==> src/rtl/mac_accum.sv <==
// ---------------------------------------------------------------------------
// mac_accum
//
// Dot-product accumulator stage that feeds the ReLU activation stage.
// One operation computes a single neuron output:
//
//   data_out = sat16( round( (bias << FRAC_BITS) + sum(data[i] * weight[i]) ) )
//
// for VEC_LEN element pairs, all in signed Q8.8. Products are kept at full
// Q16.16 precision in a wide accumulator. The result is rounded half toward
// +inf back to Q8.8 and saturated to 16 bits only at the output. The result
// appears with a single-cycle valid pulse.
//
// Parameters
//   VEC_LEN    number of products per output (1..255)
//   ACC_WIDTH  accumulator width, >= 32 + ceil(log2(VEC_LEN+1))
//   FRAC_BITS  fractional bits of the Q format (products carry 2*FRAC_BITS)
//
// Ports
//   clk        clock, all state updates on the rising edge
//   rst        synchronous active-high reset
//   start      one-cycle pulse beginning an operation (honoured only in IDLE)
//   bias_in    signed Q8.8 bias, sampled on the accepted start cycle
//   valid_in   data_in/weight_in carry one element this cycle
//   data_in    signed Q8.8 activation
//   weight_in  signed Q8.8 weight
//   data_out   signed Q8.8 result, held between results
//   valid_out  one-cycle pulse marking data_out as new
//   busy       high whenever the stage is not IDLE
// ---------------------------------------------------------------------------
module mac_accum #(
  parameter int VEC_LEN   = 9,
  parameter int ACC_WIDTH = 40,
  parameter int FRAC_BITS = 8
) (
  input  logic        clk,
  input  logic        rst,
  input  logic        start,
  input  logic [15:0] bias_in,
  input  logic        valid_in,
  input  logic [15:0] data_in,
  input  logic [15:0] weight_in,
  output logic [15:0] data_out,
  output logic        valid_out,
  output logic        busy
);

  // The element counter must reach VEC_LEN-1, and VEC_LEN is at most 255.
  localparam int CntW = 8;
  localparam logic [CntW-1:0] LastIdx = CntW'(VEC_LEN - 1);

  // Adding half an output LSB before the arithmetic shift turns the floor
  // of the shift into round-half-toward-plus-infinity.
  localparam logic [ACC_WIDTH-1:0] RoundConst =
    {{(ACC_WIDTH-1){1'b0}}, 1'b1} << (FRAC_BITS - 1);

  // Saturation limits of the 16-bit output, in accumulator width.
  localparam logic signed [ACC_WIDTH-1:0] MaxOut = ACC_WIDTH'(32767);
  localparam logic signed [ACC_WIDTH-1:0] MinOut = ACC_WIDTH'(-32768);

  typedef enum logic [1:0] {
    IDLE   = 2'd0,
    ACCUM  = 2'd1,
    OUTPUT = 2'd2
  } state_e;

  state_e                        state_q,    state_d;
  logic signed [ACC_WIDTH-1:0]   acc_q,      acc_d;
  logic        [CntW-1:0]        cnt_q,      cnt_d;
  logic        [15:0]            data_out_q, data_out_d;
  logic                          valid_out_q, valid_out_d;

  logic signed [31:0]            prod;
  logic signed [ACC_WIDTH-1:0]   prod_ext;
  logic signed [ACC_WIDTH-1:0]   bias_ext;
  logic signed [ACC_WIDTH-1:0]   rounded;
  logic        [15:0]            clamped;

  // Full-precision Q16.16 product. Both operands are signed, so the 32-bit
  // result is exact, including -32768 * -32768.
  always_comb begin
    prod     = $signed(data_in) * $signed(weight_in);
    prod_ext = {{(ACC_WIDTH-32){prod[31]}}, prod};
  end

  // The bias is aligned to the product's binary point (Q8.8 -> Q16.16).
  always_comb begin
    bias_ext = {{(ACC_WIDTH-16-FRAC_BITS){bias_in[15]}}, bias_in,
                {FRAC_BITS{1'b0}}};
  end

  // Round back to Q8.8, then clamp into the signed 16-bit range. The
  // accumulator is wide enough that the rounding add cannot wrap.
  always_comb begin
    rounded = $signed(acc_q + RoundConst) >>> FRAC_BITS;
    if (rounded > MaxOut) begin
      clamped = 16'h7FFF;
    end else if (rounded < MinOut) begin
      clamped = 16'h8000;
    end else begin
      clamped = rounded[15:0];
    end
  end

  // Next-state logic. Element inputs are only looked at in ACCUM and start
  // only in IDLE, so stray pulses elsewhere fall through to the defaults.
  always_comb begin
    state_d     = state_q;
    acc_d       = acc_q;
    cnt_d       = cnt_q;
    data_out_d  = data_out_q;
    valid_out_d = 1'b0;

    unique case (state_q)
      IDLE: begin
        if (start) begin
          acc_d   = bias_ext;
          cnt_d   = '0;
          state_d = ACCUM;
        end
      end

      ACCUM: begin
        if (valid_in) begin
          acc_d = acc_q + prod_ext;
          cnt_d = cnt_q + CntW'(1);
          if (cnt_q == LastIdx) begin
            state_d = OUTPUT;
          end
        end
      end

      OUTPUT: begin
        data_out_d  = clamped;
        valid_out_d = 1'b1;
        state_d     = IDLE;
      end

      default: begin
        state_d = IDLE;
      end
    endcase
  end

  // State register. The reset discards any partial operation without a
  // valid pulse.
  always_ff @(posedge clk) begin
    if (rst) begin
      state_q     <= IDLE;
      acc_q       <= '0;
      cnt_q       <= '0;
      data_out_q  <= '0;
      valid_out_q <= 1'b0;
    end else begin
      state_q     <= state_d;
      acc_q       <= acc_d;
      cnt_q       <= cnt_d;
      data_out_q  <= data_out_d;
      valid_out_q <= valid_out_d;
    end
  end

  assign data_out  = data_out_q;
  assign valid_out = valid_out_q;
  assign busy      = (state_q != IDLE);

endmodule

==> config.mk <==
export PLATFORM = sky130hd
export DESIGN_NAME = mac_accum
export DESIGN_NICKNAME = d
export VERILOG_FILES = /design/src/rtl/mac_accum.sv
export SDC_FILE = /design/constraint.sdc
export NUM_CORES = 1
export LEC_CHECK = 0
export ABC_AREA = 1
export CELL_PAD_IN_SITES_DETAIL_PLACEMENT = 0
export CELL_PAD_IN_SITES_GLOBAL_PLACEMENT = 1
export CORE_UTILIZATION = 51
export DETAILED_ROUTE_END_ITERATION = 6
export PLACE_DENSITY_LB_ADDON = 0.1
export SYNTH_ARGS = -nofsm -noshare
export SYNTH_HDL_FRONTEND = slang
export SYNTH_SLANG_ARGS = --single-unit
export TNS_END_PERCENT = 50
==> constraint.sdc <==
create_clock -name clk -period 19.94 [get_ports clk]
set_input_delay 2.991 -clock clk [delete_from_list [all_inputs] [get_ports clk]]
set_output_delay 2.991 -clock clk [all_outputs]
set_load 0.1 [all_outputs]
* Word-level counts from Yosys, hierarchy flattened
Index checks and enable logic that the tools add are counted.
Operators by class: $mul 1, order comparisons 2, mux-type cells 13, equality and inequality tests 6, reduce and logical (&&, ||, !) cells 5, add/sub/neg operators 3
Operator list (number):
- $mux 40 | 2
- $pmux 40 s2 | 1
- $add 40x32->40 | 1
- $add 40x8->40 const B | 1
- $gt 32x16->1 const B | 1
- $lt 32x16->1 const B | 1
- $mul 16x16->32 | 1
- $mux 16 | 2
- $mux 8 | 2
- $pmux 8 s2 | 1
- $add 8x1->8 const B | 1
- $eq 8x4->1 const B | 1
- $mux 2 | 3
- $ne 2x2->1 const B | 3
- $reduce_and 3->1 | 2
- $pmux 2 s2 | 1
- $reduce_bool 2->1 | 2
- $eq 2x1->1 const B | 1
- $eq 2x2->1 const B | 1
- $logic_not 2->1 | 1
- $mux 1 | 1
Storage, ports and cells: output and inout port bits 18, input bits 52, logic and storage cells 35, register bits 67

* Longest topological paths before layout
depth after elaboration 4, gate-level depth with buffers 30, gate-level depth less buffers 28

* Worst setup path before layout
No wires, ideal clock.
kind input -> register, start point input weight_in[5], end point register acc_q[39], arrival 8934 ps, path buffers 2, library setup time 132 ps, stages 25, setup slack 10874 ps, required time 19808 ps, cells stage by stage clkbuf_1 clkbuf_1 nand2_1 fa_1 inv_1 fa_1 inv_1 fa_1 fa_1 inv_1 fa_1 inv_1 fa_1 inv_1 ha_1 a21oi_1 inv_1 a31oi_1 o21ai_0 a21oi_1 nand3_1 nor2_1 nor2_1 nand2_1 a21oi_1
On the way: word-level cells in the longest chain between the ends 4
Ends and longest elaborated chain:
- start, declared | line 42 | input logic [15:0] weight_in,
- $mul 16x16->32 | line 82 | prod = $signed(data_in) * $signed(weight_in);
- $add 40x32->40 | line 125 | acc_d = acc_q + prod_ext;
- $mux 40 | line 124 | if (valid_in) begin
- $pmux 40 s2 | line 114 | unique case (state_q)
- end signal, assigned | line 150 | acc_q <= '0;
- end signal, assigned | line 156 | acc_q <= acc_d;
- end, declared | line 68 | logic signed [ACC_WIDTH-1:0] acc_q, acc_d;
Every way passes these cells. The select of a mux whose other input is x is not followed. A chain may end at the register's enable or synchronous reset.

* Worst setup path in the final report
start point input data_in[15], end point register acc_q[39]
On the way: word-level cells in the longest chain between the ends 4
Ends and longest elaborated chain:
- start, declared | line 41 | input logic [15:0] data_in,
- $mul 16x16->32 | line 82
- $add 40x32->40 | line 125
- $mux 40 | line 124
- $pmux 40 s2 | line 114
Every way passes these cells. The select of a mux whose other input is x is not followed.

==> flow_summary.yaml <==
logic_synthesis:
  synth_flop_cell: "dfxtp_1"
  synth.most_common_cell: "inv_1"
  synthCells: 2281
  synth-seq-cells: 67
  synth.distinct_cells: 40
  netlist.area_leader.share: 0.3906
  synth_area_leader_cell: "fa_1"
  synthTopCellsByArea: "fa_1 (39%), inv_1 (14%), nand2_1 (12%)"
  synth-warning-count: 0
  syn_nets: 2781
  synth_edf_count: 0
  synth-seq-area-share: 0.07931
  yosys-top-cells-count: "inv_1 (624), nand2_1 (549), fa_1 (330)"
  async_flop_share: 0
  syn_area_um2: 16910
  syn_avg_cell_area_um2: 7.414
routing:
  drt.antenna.violating_nets: 0
  vias: 13879
  wire_per_inst_um: 16.72
  routed_wl_um: 45820
  drt_iter0_drc: 878
  dr.pass1.iters: 6
  route.detailed.drc: 0
  vias_per_cell: 5.063
sta:
  finClkSkew_ns: 0.005842
  setup_viol: 0
  fmax_ghz: 0.1011
  finalMaxSlewViolations: 0
  tns_ns: 0
  fin_crit_sh: 0.4959
  period_needed_ns: 9.889
  holdWs_ns: 0.4634
  rsz0062_at_grt: "no"
  hold_viol_final: 0
  slew_headroom: 0.3404
  worst-slew-pin-transition_ns: 0.9864
grt:
  grtUsageTotal: 0.2949
  antenna_found_initial: 0
  grt_pass1_wl_um: 76940
  grt_overflow: 0
  grt_pass1_vias: 14768
  grt_max_degree: 46
worst_setup_path:
  path_class: "in -> reg"
  required_ns: 20.15
  crit_path_max_fanout: 16
  critPathLaunchType: "primary input"
  cp-end-kind: "register"
  arrival_ns: 10.10
cts:
  clock_sinks: 67
  clock_latency_ns: 0.34
  h-tree-depth: 3
  cts_buffer_depth: 2
  cts_buffers: 9
  cts_setup_buffers: 0
  cts_resized: 0
  cts_tree: "done"
  cts_hold_buffers: 0
  clockRootBuffer: "clkbuf_16"
  clkTransAtPathRegs_ns: 0.06
floorplanning:
  die_area_um2: 33890
  io_pins: 70
  start_util: 0.5185
  fp.dieW_um: 184.1
  core_um2: 32620
  num_rows: 66
  die_h_um: 184.1
run:
  maxCapViolCount: 0
layout:
  drive_gt1_frac: 0.03610
  syn2layout_area_growth_pct: 7.990
  final_cell_area_um2: 18260
  fin_util: 0.5599
  nNetsFinal: 2794
  diodes: 0
placed_design:
  gp_congestion: 0.9082
  hpwl_um: 39940
  dpl_cell_area_um2: 17930
  io_buffers: 69
hold_path:
  min_path_type: "reg -> reg"
status:
  status: "complete, no violations"
-- placed cells by master, fill, tap and decap left out, drive strengths merged, types with 2 or more instances in the layout --
cell           Yosys  routed
o21bai             4       4
o221ai             3       3
a21o               6       6
xnor2             11      11
xor2              19      19
dfxtp             67      67
ha               118     118
nand3b             3       3
a31oi             33      33
a21oi             85      85
nand4             10      10
o21ai             56      56
a21boi             2       2
nand2            557     557
clkbuf            73       9
inv              628     632
and3               3       3
clkdlybuf4s50      0      68
nor3              10      10
nor3b              4       4
o21a               2       2
bufinv             0       2
nand3             68      68
buf                6      13
o211ai             4       4
fa               330     330
nor2             161     161
nor4               3       3
or2               12      12
-- cells by family (layout without fill, tap and decap cells) --
kind of cell,after synthesis,in the layout,synth area share
flip-flops,67,67,0.07931
AND/OR/NAND/NOR,831,831,0.2021
AO/OA/AOI/OAI,197,197,0.06703
buffers and inverters,708,726,0.1581
XOR/XNOR,30,30,0.01554
adder cells (fa/ha/maj),448,448,0.4779
-- routing by layer --
layer | track usage | wire [um] | share of wire | up-vias
met4 | 0.06633 | 1071 | 0.023 | 0
met3 | 0.03596 | 1884 | 0.041 | 55
met5 | 0 | 0 | 0 | -
met2 | 0.5068 | 22080 | 0.48 | 335
met1 | 0.3975 | 20790 | 0.45 | 6817
li1 | - | - | - | 6672
-- worst max-delay path: stages --
cell	delay, ns
clkdlybuf4s50_1	0.89
nand2_1	0.27
fa_1	0.61
inv_1	0.08
fa_1	0.48
inv_1	0.41
fa_1	0.64
fa_1	0.79
inv_1	0.19
fa_1	0.57
inv_1	0.06
fa_1	0.53
inv_1	0.04
ha_1	0.36
a21oi_1	0.22
inv_1	0.06
a31oi_1	0.24
o21ai_0	0.12
a21oi_1	0.13
nand3_1	0.11
nor2_1	0.10
nor2_1	0.04
nand2_1	0.08
a21oi_1	0.05
-- area by class of cell --
type | instances | area [um2]
repair buffers | 81 | 775.7
clock buffers | 9 | 225.2
inverters | 629 | 2361
clock inverters | 7 | 107.6
well taps | 442 | 553.0
flip-flops and latches | 67 | 1341
fillers | 3230 | 14360
multi-input cells | 1506 | 12900
-- final timing paths --
path                                  start          end  slack (ns)  depth (start not counted)
worst max-delay path            data_in[15]    acc_q[39]       10.05                         24
worst min-delay path            data_out[0]  data_out[0]        0.46                          2
worst max register to register    acc_q[15]    acc_q[36]       14.54                         21
worst min register to register  data_out[0]  data_out[0]        0.46                          2
-- flip-flops by register name, summed over array words and instances, names as in the netlist --
name and cells:
state_q 2, acc_q 40, cnt_q 8, data_out 16, valid_out 1
-- per-stage QoR --
| stage | worst slack [ns] | instances |
|---|---|---|
| 3_5_place_dp | 9.750 | 2725 |
| 5_1_grt | 9.458 | 2741 |
| 4_1_cts | 10.07 | 2741 |
| 6_report | 10.05 | 2741 |
| 2_1_floorplan | 10.87 | 2281 |
| 3_3_place_gp | 9.856 | 2725 |
Power is left out: the tool's default activity adds up to more than one toggle a clock period on the data nets, which glitch-free logic cannot reach.
